## config.mk

```make
export PLATFORM = sky130hd
export DESIGN_NAME = prt_scaler_vout
export DESIGN_NICKNAME = d
export VERILOG_FILES = /design/src/rtl/prt_scaler_vout_pkg.sv /design/src/rtl/prt_scaler_lib_edge.sv /design/src/rtl/prt_scaler_vout_fifo.sv /design/src/rtl/prt_scaler_vout.sv
export SDC_FILE = /design/constraint.sdc
export NUM_CORES = 2
export LEC_CHECK = 0
export CORE_ASPECT_RATIO = 0.8
export CORE_UTILIZATION = 42
export CTS_CLUSTER_DIAMETER = 60
export DETAILED_ROUTE_END_ITERATION = 6
export GPL_ROUTABILITY_DRIVEN = 0
export PLACE_DENSITY_LB_ADDON = 0.1
export SYNTH_ARGS = -nofsm -noshare
export SYNTH_HDL_FRONTEND = slang
export SYNTH_SLANG_ARGS = --single-unit
export TNS_END_PERCENT = 10
```

## constraint.sdc

```tcl
create_clock -name CLK_IN -period 18.1 [get_ports CLK_IN]
set_input_delay 2.715 -clock CLK_IN [delete_from_list [all_inputs] [get_ports CLK_IN]]
set_output_delay 2.715 -clock CLK_IN [all_outputs]
set_load 0.1 [all_outputs]
```

## src/rtl/prt_scaler_vout_pkg.sv

```systemverilog
// Shared types and constants for the scaler video output stage.
package prt_scaler_vout_pkg;

    localparam int unsigned C_PPC       = 4;
    localparam int unsigned C_BPC       = 8;
    localparam int unsigned C_WORD_W    = C_PPC * 3 * C_BPC;
    localparam int unsigned C_FIFO_WRDS = 32;

    typedef enum logic [1:0] {
        IDLE   = 2'd0,
        SYNC   = 2'd1,
        ACTIVE = 2'd2
    } vout_state_t;

    // One buffered pixel word plus its start-of-frame marker.
    typedef struct packed {
        logic                sof;
        logic [C_WORD_W-1:0] data;
    } vout_word_t;

    // Width of an occupancy counter that can hold 0..depth.
    function automatic int unsigned cnt_w(input int unsigned depth);
        return $clog2(depth) + 1;
    endfunction

endpackage

```

## src/rtl/prt_scaler_lib_edge.sv

```systemverilog
// Rising-edge detector; samples the input only on enabled clocks.
module prt_scaler_lib_edge (
    input  logic i_clk,
    input  logic i_rst,
    input  logic i_cke,
    input  logic i_sig,
    output logic o_rise
);

    logic r_prev;

    // Remember the level seen on the previous enabled clock.
    always_ff @(posedge i_clk) begin
        if (i_rst)      r_prev <= 1'b0;
        else if (i_cke) r_prev <= i_sig;
    end

    assign o_rise = i_cke & i_sig & ~r_prev;

endmodule

```

## src/rtl/prt_scaler_vout_fifo.sv

```systemverilog
// Synchronous word FIFO with a registered head word and a flush input.
// A word written into an empty FIFO becomes visible on the next clock.
module prt_scaler_vout_fifo
    import prt_scaler_vout_pkg::*;
#(
    parameter int unsigned P_WRDS = 32
) (
    input  logic                    i_clk,
    input  logic                    i_rst,
    input  logic                    i_flush,
    input  logic                    i_wr,
    input  vout_word_t              i_wdat,
    input  logic                    i_rd,
    output vout_word_t              o_head,
    output logic                    o_empty,
    output logic [cnt_w(P_WRDS)-1:0] o_count
);

    localparam int unsigned L_AW = $clog2(P_WRDS);
    localparam int unsigned L_CW = cnt_w(P_WRDS);

    vout_word_t        r_mem [P_WRDS];
    vout_word_t        r_head;
    logic [L_AW-1:0]   r_wr_ptr;
    logic [L_AW-1:0]   r_rd_ptr;
    logic [L_CW-1:0]   r_count;

    logic              w_full;
    logic              w_wr_en;
    logic              w_rd_en;
    logic [L_AW-1:0]   w_rd_ptr_nxt;

    assign w_full       = (r_count == L_CW'(P_WRDS));
    assign o_empty      = (r_count == '0);
    assign w_wr_en      = i_wr & ~w_full;
    assign w_rd_en      = i_rd & ~o_empty;
    assign w_rd_ptr_nxt = r_rd_ptr + 1'b1;

    // Pointers and occupancy; flush wins over any access in the same clock.
    always_ff @(posedge i_clk) begin
        if (i_rst || i_flush) begin
            r_wr_ptr <= '0;
            r_rd_ptr <= '0;
            r_count  <= '0;
        end else begin
            if (w_wr_en) r_wr_ptr <= r_wr_ptr + 1'b1;
            if (w_rd_en) r_rd_ptr <= w_rd_ptr_nxt;
            if (w_wr_en && !w_rd_en)      r_count <= r_count + 1'b1;
            else if (w_rd_en && !w_wr_en) r_count <= r_count - 1'b1;
        end
    end

    // Storage array; not reset, occupancy says which entries are valid.
    always_ff @(posedge i_clk) begin
        if (w_wr_en) r_mem[r_wr_ptr] <= i_wdat;
    end

    // Head register: next entry on a pop, the incoming word when the
    // FIFO is (or is about to become) empty, otherwise hold.
    always_ff @(posedge i_clk) begin
        if (i_rst) begin
            r_head <= '0;
        end else if (w_rd_en) begin
            if (r_count == L_CW'(1)) r_head <= i_wdat;
            else                     r_head <= r_mem[w_rd_ptr_nxt];
        end else if (o_empty && w_wr_en) begin
            r_head <= i_wdat;
        end
    end

    assign o_head  = r_head;
    assign o_count = r_count;

endmodule

```

## src/rtl/prt_scaler_vout.sv

```systemverilog
// Video output stage: buffers scaled words and aligns them to the
// timing generator's DE, with underflow/misalignment detect and re-lock.
module prt_scaler_vout
    import prt_scaler_vout_pkg::*;
#(
    parameter int unsigned P_PPC       = C_PPC,
    parameter int unsigned P_BPC       = C_BPC,
    parameter int unsigned P_FIFO_WRDS = C_FIFO_WRDS
) (
    input  logic                     CLK_IN,
    input  logic                     RST_IN,
    input  logic                     CKE_IN,
    input  logic                     CTL_RUN_IN,
    input  logic                     TG_VS_IN,
    input  logic                     TG_HS_IN,
    input  logic                     TG_DE_IN,
    input  logic [P_PPC*3*P_BPC-1:0] SRC_DAT_IN,
    input  logic                     SRC_SOF_IN,
    input  logic                     SRC_VLD_IN,
    output logic                     SRC_RDY_OUT,
    output logic                     VID_VS_OUT,
    output logic                     VID_HS_OUT,
    output logic                     VID_DE_OUT,
    output logic [P_PPC*3*P_BPC-1:0] VID_DAT_OUT,
    output logic                     STA_LOCK_OUT,
    output logic                     STA_UFL_OUT
);

    localparam int unsigned L_DW = P_PPC * 3 * P_BPC;
    localparam int unsigned L_CW = cnt_w(P_FIFO_WRDS);

    vout_state_t     r_state;
    logic            r_first_de;
    logic            r_ufl;
    logic            r_vs;
    logic            r_hs;
    logic            r_de;
    logic [L_DW-1:0] r_dat;

    vout_state_t     w_nxt_state;
    logic            w_first_de_nxt;
    logic            w_ufl_set;
    logic            w_pop;
    logic            w_de_nxt;
    logic [L_DW-1:0] w_dat_nxt;

    vout_word_t      w_wdat;
    vout_word_t      w_head;
    logic            w_empty;
    logic [L_CW-1:0] w_count;
    logic            w_full;
    logic            w_wr;
    logic            w_flush;
    logic            w_vs_rise;

    // Ready comes only from registered state, never from SRC_VLD_IN.
    assign w_full      = (w_count == L_CW'(P_FIFO_WRDS));
    assign SRC_RDY_OUT = CTL_RUN_IN & (r_state != IDLE) & ~w_full;
    assign w_wr        = SRC_VLD_IN & SRC_RDY_OUT;
    assign w_flush     = ~CTL_RUN_IN | (r_state == IDLE);
    assign w_wdat.sof  = SRC_SOF_IN;
    assign w_wdat.data = SRC_DAT_IN;

    prt_scaler_vout_fifo #(
        .P_WRDS (P_FIFO_WRDS)
    ) u_fifo (
        .i_clk   (CLK_IN),
        .i_rst   (RST_IN),
        .i_flush (w_flush),
        .i_wr    (w_wr),
        .i_wdat  (w_wdat),
        .i_rd    (w_pop),
        .o_head  (w_head),
        .o_empty (w_empty),
        .o_count (w_count)
    );

    prt_scaler_lib_edge u_vs_edge (
        .i_clk  (CLK_IN),
        .i_rst  (RST_IN),
        .i_cke  (CKE_IN),
        .i_sig  (TG_VS_IN),
        .o_rise (w_vs_rise)
    );

    // Next state, pop decision and next video word for this enabled clock.
    always_comb begin
        w_nxt_state    = r_state;
        w_first_de_nxt = r_first_de;
        w_ufl_set      = 1'b0;
        w_pop          = 1'b0;
        w_de_nxt       = 1'b0;
        w_dat_nxt      = '0;
        if (CTL_RUN_IN && CKE_IN) begin
            case (r_state)
                IDLE: w_nxt_state = SYNC;
                SYNC: begin
                    // Drop words until a frame start sits at the head,
                    // then hold it until the next VS edge.
                    if (!w_empty && !w_head.sof) begin
                        w_pop = 1'b1;
                    end else if (!w_empty && w_vs_rise) begin
                        w_nxt_state    = ACTIVE;
                        w_first_de_nxt = 1'b1;
                    end
                end
                ACTIVE: begin
                    if (TG_DE_IN && w_empty) begin
                        // Underflow beats a coincident VS edge.
                        w_ufl_set   = 1'b1;
                        w_nxt_state = SYNC;
                    end else begin
                        if (TG_DE_IN) begin
                            w_de_nxt       = 1'b1;
                            w_dat_nxt      = w_head.data;
                            w_first_de_nxt = 1'b0;
                            if (w_head.sof && !r_first_de) begin
                                // Early frame start: show it but keep it at
                                // the head so SYNC can re-lock on it.
                                w_ufl_set   = 1'b1;
                                w_nxt_state = SYNC;
                            end else begin
                                w_pop = 1'b1;
                                if (!w_head.sof && r_first_de) begin
                                    w_ufl_set   = 1'b1;
                                    w_nxt_state = SYNC;
                                end
                            end
                        end
                        if (w_vs_rise) w_first_de_nxt = 1'b1;
                    end
                end
                default: w_nxt_state = IDLE;
            endcase
        end
    end

    // State, sticky error and output registers; run low clears at once.
    always_ff @(posedge CLK_IN) begin
        if (RST_IN || !CTL_RUN_IN) begin
            r_state    <= IDLE;
            r_first_de <= 1'b0;
            r_ufl      <= 1'b0;
            r_vs       <= 1'b0;
            r_hs       <= 1'b0;
            r_de       <= 1'b0;
            r_dat      <= '0;
        end else begin
            r_state    <= w_nxt_state;
            r_first_de <= w_first_de_nxt;
            if (w_ufl_set) r_ufl <= 1'b1;
            if (CKE_IN) begin
                r_vs  <= TG_VS_IN;
                r_hs  <= TG_HS_IN;
                r_de  <= w_de_nxt;
                r_dat <= w_dat_nxt;
            end
        end
    end

    assign VID_VS_OUT   = r_vs;
    assign VID_HS_OUT   = r_hs;
    assign VID_DE_OUT   = r_de;
    assign VID_DAT_OUT  = r_dat;
    assign STA_LOCK_OUT = (r_state == ACTIVE);
    assign STA_UFL_OUT  = r_ufl;

endmodule

```

# Word-level counts from Yosys, hierarchy flattened
# Memory sizes are Yosys's and may differ from the RTL's.
# Cells that the tools add are included.
# Widths: inputs -> output; s select.
op_classes:
  add_sub_neg: 4
  eq_ne: 10
  muxes: 40
  bitwise: 12
  n_reduce_logical: 25
op_table:
  columns: ["operator", "count"]
  rows:
  - ["$mux 96", 4]
  - ["$mux 97", 3]
  - ["$mux 1", 22]
  - ["$mux 2", 6]
  - ["$mux 6", 2]
  - ["$add 5x1->5 const B", 2]
  - ["$logic_and 1x1->1", 9]
  - ["$reduce_bool 2->1", 4]
  - ["$and 1x1->1", 7]
  - ["$add 6x1->6 const B", 1]
  - ["$eq 6x1->1 const B", 1]
  - ["$eq 6x6->1 const B", 1]
  - ["$logic_not 1->1", 6]
  - ["$logic_not 6->1", 1]
  - ["$ne 2x2->1 const B", 3]
  - ["$ne 3x2->1 const B", 2]
  - ["$pmux 2 s3", 1]
  - ["$reduce_and 6->1", 1]
  - ["$sub 6x1->6 const B", 1]
  - ["$reduce_and 5->1", 1]
  - ["$ne 4x1->1 const B", 1]
  - ["$not 1->1", 4]
  - ["$pmux 1 s2", 2]
  - ["$eq 2x1->1 const B", 1]
  - ["4 further kinds", 5]
totals:
  ff_bits: 217
  ram_bits: 3104
  inputBits: 105
  output_inout_bits: 102
  elab_cells: 105
  mem_count: 1
memory_table:
  columns: ["name", "depth", "word_bits", "rd", "rd_clocked_by_memory_dff", "write_ports", "line", "rtl"]
  rows:
  - ["u_fifo.r_mem", 32, 97, 1, 0, 1, "prt_scaler_vout_fifo.sv:22", "vout_word_t r_mem [P_WRDS];"]

# Depth between registers and ports, before layout
depth:
  ltp_word: 11
  depth_mapped: 14
  ltp_nobuf: 12

# By module
# A second synthesis with hierarchy kept.
unflattened:
  hier_cells: 5905
  area_unflattened_um2: 126696.5
modules_own_cells:
  columns: ["module", "n_inst", "cells_per_inst", "area_each_um2", "seq_area_each_um2"]
  rows:
  - ["prt_scaler_vout_fifo", 1, 5528, 123053.0, 95471.6]
  - ["prt_scaler_vout", 1, 372, 3601.0, 2062.0]
  - ["prt_scaler_lib_edge", 1, 5, 42.5, 20.0]

# Worst setup path before layout
# No wires, ideal clock.
synth_timing:
  kind: "input to register"
  from: "input CTL_RUN_IN"
  to: "memory u_fifo.r_mem[15][0] (netlist name), enable pin"
  setup_ps: 555
  t_arrival_ps: 7753
  required_ps: 17545
  path_slack_ps: 9792
  cell_stages: 4
  n_path_buf: 0
  cell_sequence: "nand3b_1 a31oi_1 nand2_1 nor2_1"
synth_between:
  elab_chain_cells: 6
synth_lines:
  columns: ["item", "line", "rtl"]
  rows:
  - ["start, declared", "prt_scaler_vout.sv:13", "input logic CTL_RUN_IN,"]
  - ["$and 1x1->1 (2 in a row)", "prt_scaler_vout.sv:58", "assign SRC_RDY_OUT = CTL_RUN_IN & (r_state != IDLE) & ~w_full;"]
  - ["$and 1x1->1", "prt_scaler_vout.sv:59", "assign w_wr = SRC_VLD_IN & SRC_RDY_OUT;"]
  - ["$and 1x1->1", "prt_scaler_vout_fifo.sv:35", "assign w_wr_en = i_wr & ~w_full;"]
  - ["named net u_fifo.w_wr_en", "prt_scaler_vout_fifo.sv:29", "logic w_wr_en;"]
  - ["$mux 1", "prt_scaler_vout_fifo.sv:55", "if (w_wr_en) r_mem[r_wr_ptr] <= i_wdat;"]
  - ["$mux 1 (implied by the code)", "prt_scaler_vout_fifo.sv:55", null]
  - ["end, declared", "prt_scaler_vout_fifo.sv:22", null]
# The timed path passes the listed nets, and every way through them passes these cells.

# Final worst setup path
layout_timing:
  from: "input CTL_RUN_IN"
  to: "output SRC_RDY_OUT"
layout_between:
  elab_chain_cells: 2
layout_lines:
  columns: ["item", "line", "rtl"]
  rows:
  - ["$and 1x1->1 (2 in a row)", "prt_scaler_vout.sv:58", null]
  - ["end, declared", "prt_scaler_vout.sv:20", "output logic SRC_RDY_OUT,"]
# No other way between the ends.

==> metrics.csv <==
metric;value;unit
Area contributors post-synth;edfxtp_1 (75%), mux4_2 (14%), dfxtp_1 (3.5%);
num rows;178;
RSZ-0062 raised after global routing;no;
worst-skew pair later-pin latency;0.89;ns
distinct cell type count after synthesis;48;
ys async rst share;0;%
WHS Endpoint;VID_VS_OUT$_SDFFE_PP0P_;
Pleak;0.0427;uW
first-pass GRT wire length;466000;microns
Post-Syn Area per Cell;22.2;sq um
min-delay src;VID_VS_OUT$_SDFFE_PP0P_;
Slowest Stage Delay on Critical Path;1.12;ns
DRC Markers;0;
GRT Total Usage;22.0;%
FMAX;128;MHz
IO Port Bufs;206;
post-synth top area share;74.9;%
register area share after synthesis;78.4;%
Synth top cells by count;edfxtp_1 (3,104), mux4_2 (775), a22oi_1 (480);
worst-path cell chain;clkdlybuf4s50_1, buf_4, inv_1, a311oi_1, buf_4, clkdlybuf4s50_1;
post-CTS setup buffers;0;
post-DP HPWL;178000;microns
min Tclk post-route;7.84;ns
TritonCTS clock tree;yes;
Slew @ Worst Pin;1.39;ns
core area;0.294;sq mm
hold path depth;2;
count of final setup violators;0;
Root Buffer;clkbuf_16;
Critical Path End Type;output pin;
Hold Slack;0.474;ns
Synthesis Warnings;0;
vias in the first global route;60906;
CP arrival;5.12;ns
Cells after Synth;5610;
ys flop type;edfxtp_1;
FF-to-FF path depth;9;
Iter 0 DRT Violations;6512;
CP Class;input pin to output pin;
Die X;610;microns
post-cts repair resize count;0;
Final Max Slew Viols;0;
# clock sinks;3321;
worst endpoint required time;15.39;ns
post-route ant nets;0;
CTS Hold Bufs;0;
drt pass-1 iters;5;
Worst R2R End;u_fifo.o_head[1]$_SDFFE_PP0P_;
Clock Skew;0.0477;ns
status;complete, no violations;
nets;6114;
peak supply drop;0.0716;mV
Critical Path Start Type;input pin;
drt wl/cell;32.1;microns
Routed WL;329000;microns
GRT overflow;0;
cell taking the most area after synthesis;edfxtp_1;
Crit-path slowest cell;clkdlybuf4s50_1;
H-tree Lvls;5;
die height;489;microns
Area Overhead vs Synth;14.5;%
TritonCTS Buffers;340;
Max Cap Violations;0;
top-count cell post-synth;edfxtp_1;
largest net degree at the start of global routing;136;
setup TNS;0;ns
r2r setup slk;12.15;ns
antenna violations before repair;29;
initial core utilization;42.3;%
PwrDens;108;mW/mm^2
CTS clk-pin slew, worst paths;0.06;ns
vias post-DR;60352;
Worst slew margin;6.98;%
layout cell share with drive strength beyond 1;24.0;%
Post-Synthesis Cell Area;0.124;sq mm
Syn Nets;5730;
Post-synth EDFFs;3104;
# IOs;207;
total die area;0.298;sq mm
clk buf depth;4;
maximum fanout along the worst path;5;
HP Class;flip-flop to flip-flop;
Tcrit/Tclk final;43.3;%
Final Hold Vio Count;0;
#FFs+latches synth;3321;
reg2reg start;u_fifo.r_rd_ptr[0]$_SDFFE_PP0N_;
Vias/cell;5.90;
power by group:
part | switching [uW] | internal, uW
clock network | 2890 | 3890
registers | 5.68 | 8390
logic | 159 | 35.4
state kept, by name (all words and copies together), names as in the netlist:
signal	count
STA_UFL_OUT	1
VID_DAT_OUT	96
VID_DE_OUT	1
VID_HS_OUT	1
VID_VS_OUT	1
r_first_de	1
r_state	2
u_fifo.o_count	6
u_fifo.o_head	97
u_fifo.r_mem	3104
u_fifo.r_rd_ptr	5
u_fifo.r_wr_ptr	5
u_vs_edge.r_prev	1
cell usage in the layout, fill, tap and decap left out, drive strengths merged, types with 20 or more instances in the layout:
cell type      instances
o211a                 95
nand3                 98
clkinv               107
a22oi                480
nand2                 20
clkbuf               481
nor2                 259
a311oi                97
inv                   25
buf                  197
mux4                 775
dfxtp                217
edfxtp              3104
clkdlybuf4s50        194
critical path, delay by kind of cell:
kind                   cells  cell delay, ns
AO/OA/AOI/OAI              1            0.37
buffers and inverters      5            2.02
layer usage:
layer / track usage [%] / up-vias / routed length, microns
met2: 33.1 / 2053 / 149000
met1: 33.5 / 33109 / 150000
met5: 0 / - / 0
met3: 3.81 / 388 / 23200
li1: - / 24802 / -
met4: 4.85 / 0 / 6050
stage by stage:
stage / area, sq um / power (uW) / std cells / setup WS [ns] / util [%]
2_1_floorplan: 124000 / 8580 / 5610 / 9.79 / -
3_3_place_gp: 132000 / 8750 / 9612 / 10.09 / 44.8
3_5_place_dp: 132000 / 8760 / 9612 / 10.21 / 44.8
4_1_cts: 142000 / 15500 / 10228 / 10.21 / 48.4
5_1_grt: 142000 / 15800 / 10232 / 10.22 / 48.4
6_report: 142000 / 15400 / 10236 / 10.26 / 48.4
worst max-delay path by stage:
stage / startpoint / end / slack, ns / cells after the start
global placement: CTL_RUN_IN / SRC_RDY_OUT / 10.09 / 6
finish: CTL_RUN_IN / SRC_RDY_OUT / 10.26 / 6
global route: CTL_RUN_IN / SRC_RDY_OUT / 10.22 / 6
CTS: CTL_RUN_IN / SRC_RDY_OUT / 10.21 / 6
floorplan: CTL_RUN_IN / u_fifo.r_mem[15][0]$_DFFE_PP_ / 9.79 / 4
detailed placement: CTL_RUN_IN / SRC_RDY_OUT / 10.21 / 6
kinds of logic after synthesis:
family	share of synthesized area (%)
flops	78.4
mux	14.1
compound gates	4.53
simple gates	1.42
buf+inv	1.22
xor+xnor	0.120
fa+ha+maj	0.151
layout make-up:
cell class | instances | area, sq um
Tap cell | 3960 | 4950
Timing Repair Buffer | 393 | 3520
Antenna cell | 8 | 20.0
Sequential cell | 3321 | 97600
Clock inverter | 137 | 1080
Fill cell | 23875 | 152000
Inverter | 13 | 53.8
Multi-Input combinational cell | 1925 | 25600
Clock buffer | 479 | 9600
Power figures use the tool's default switching activity.
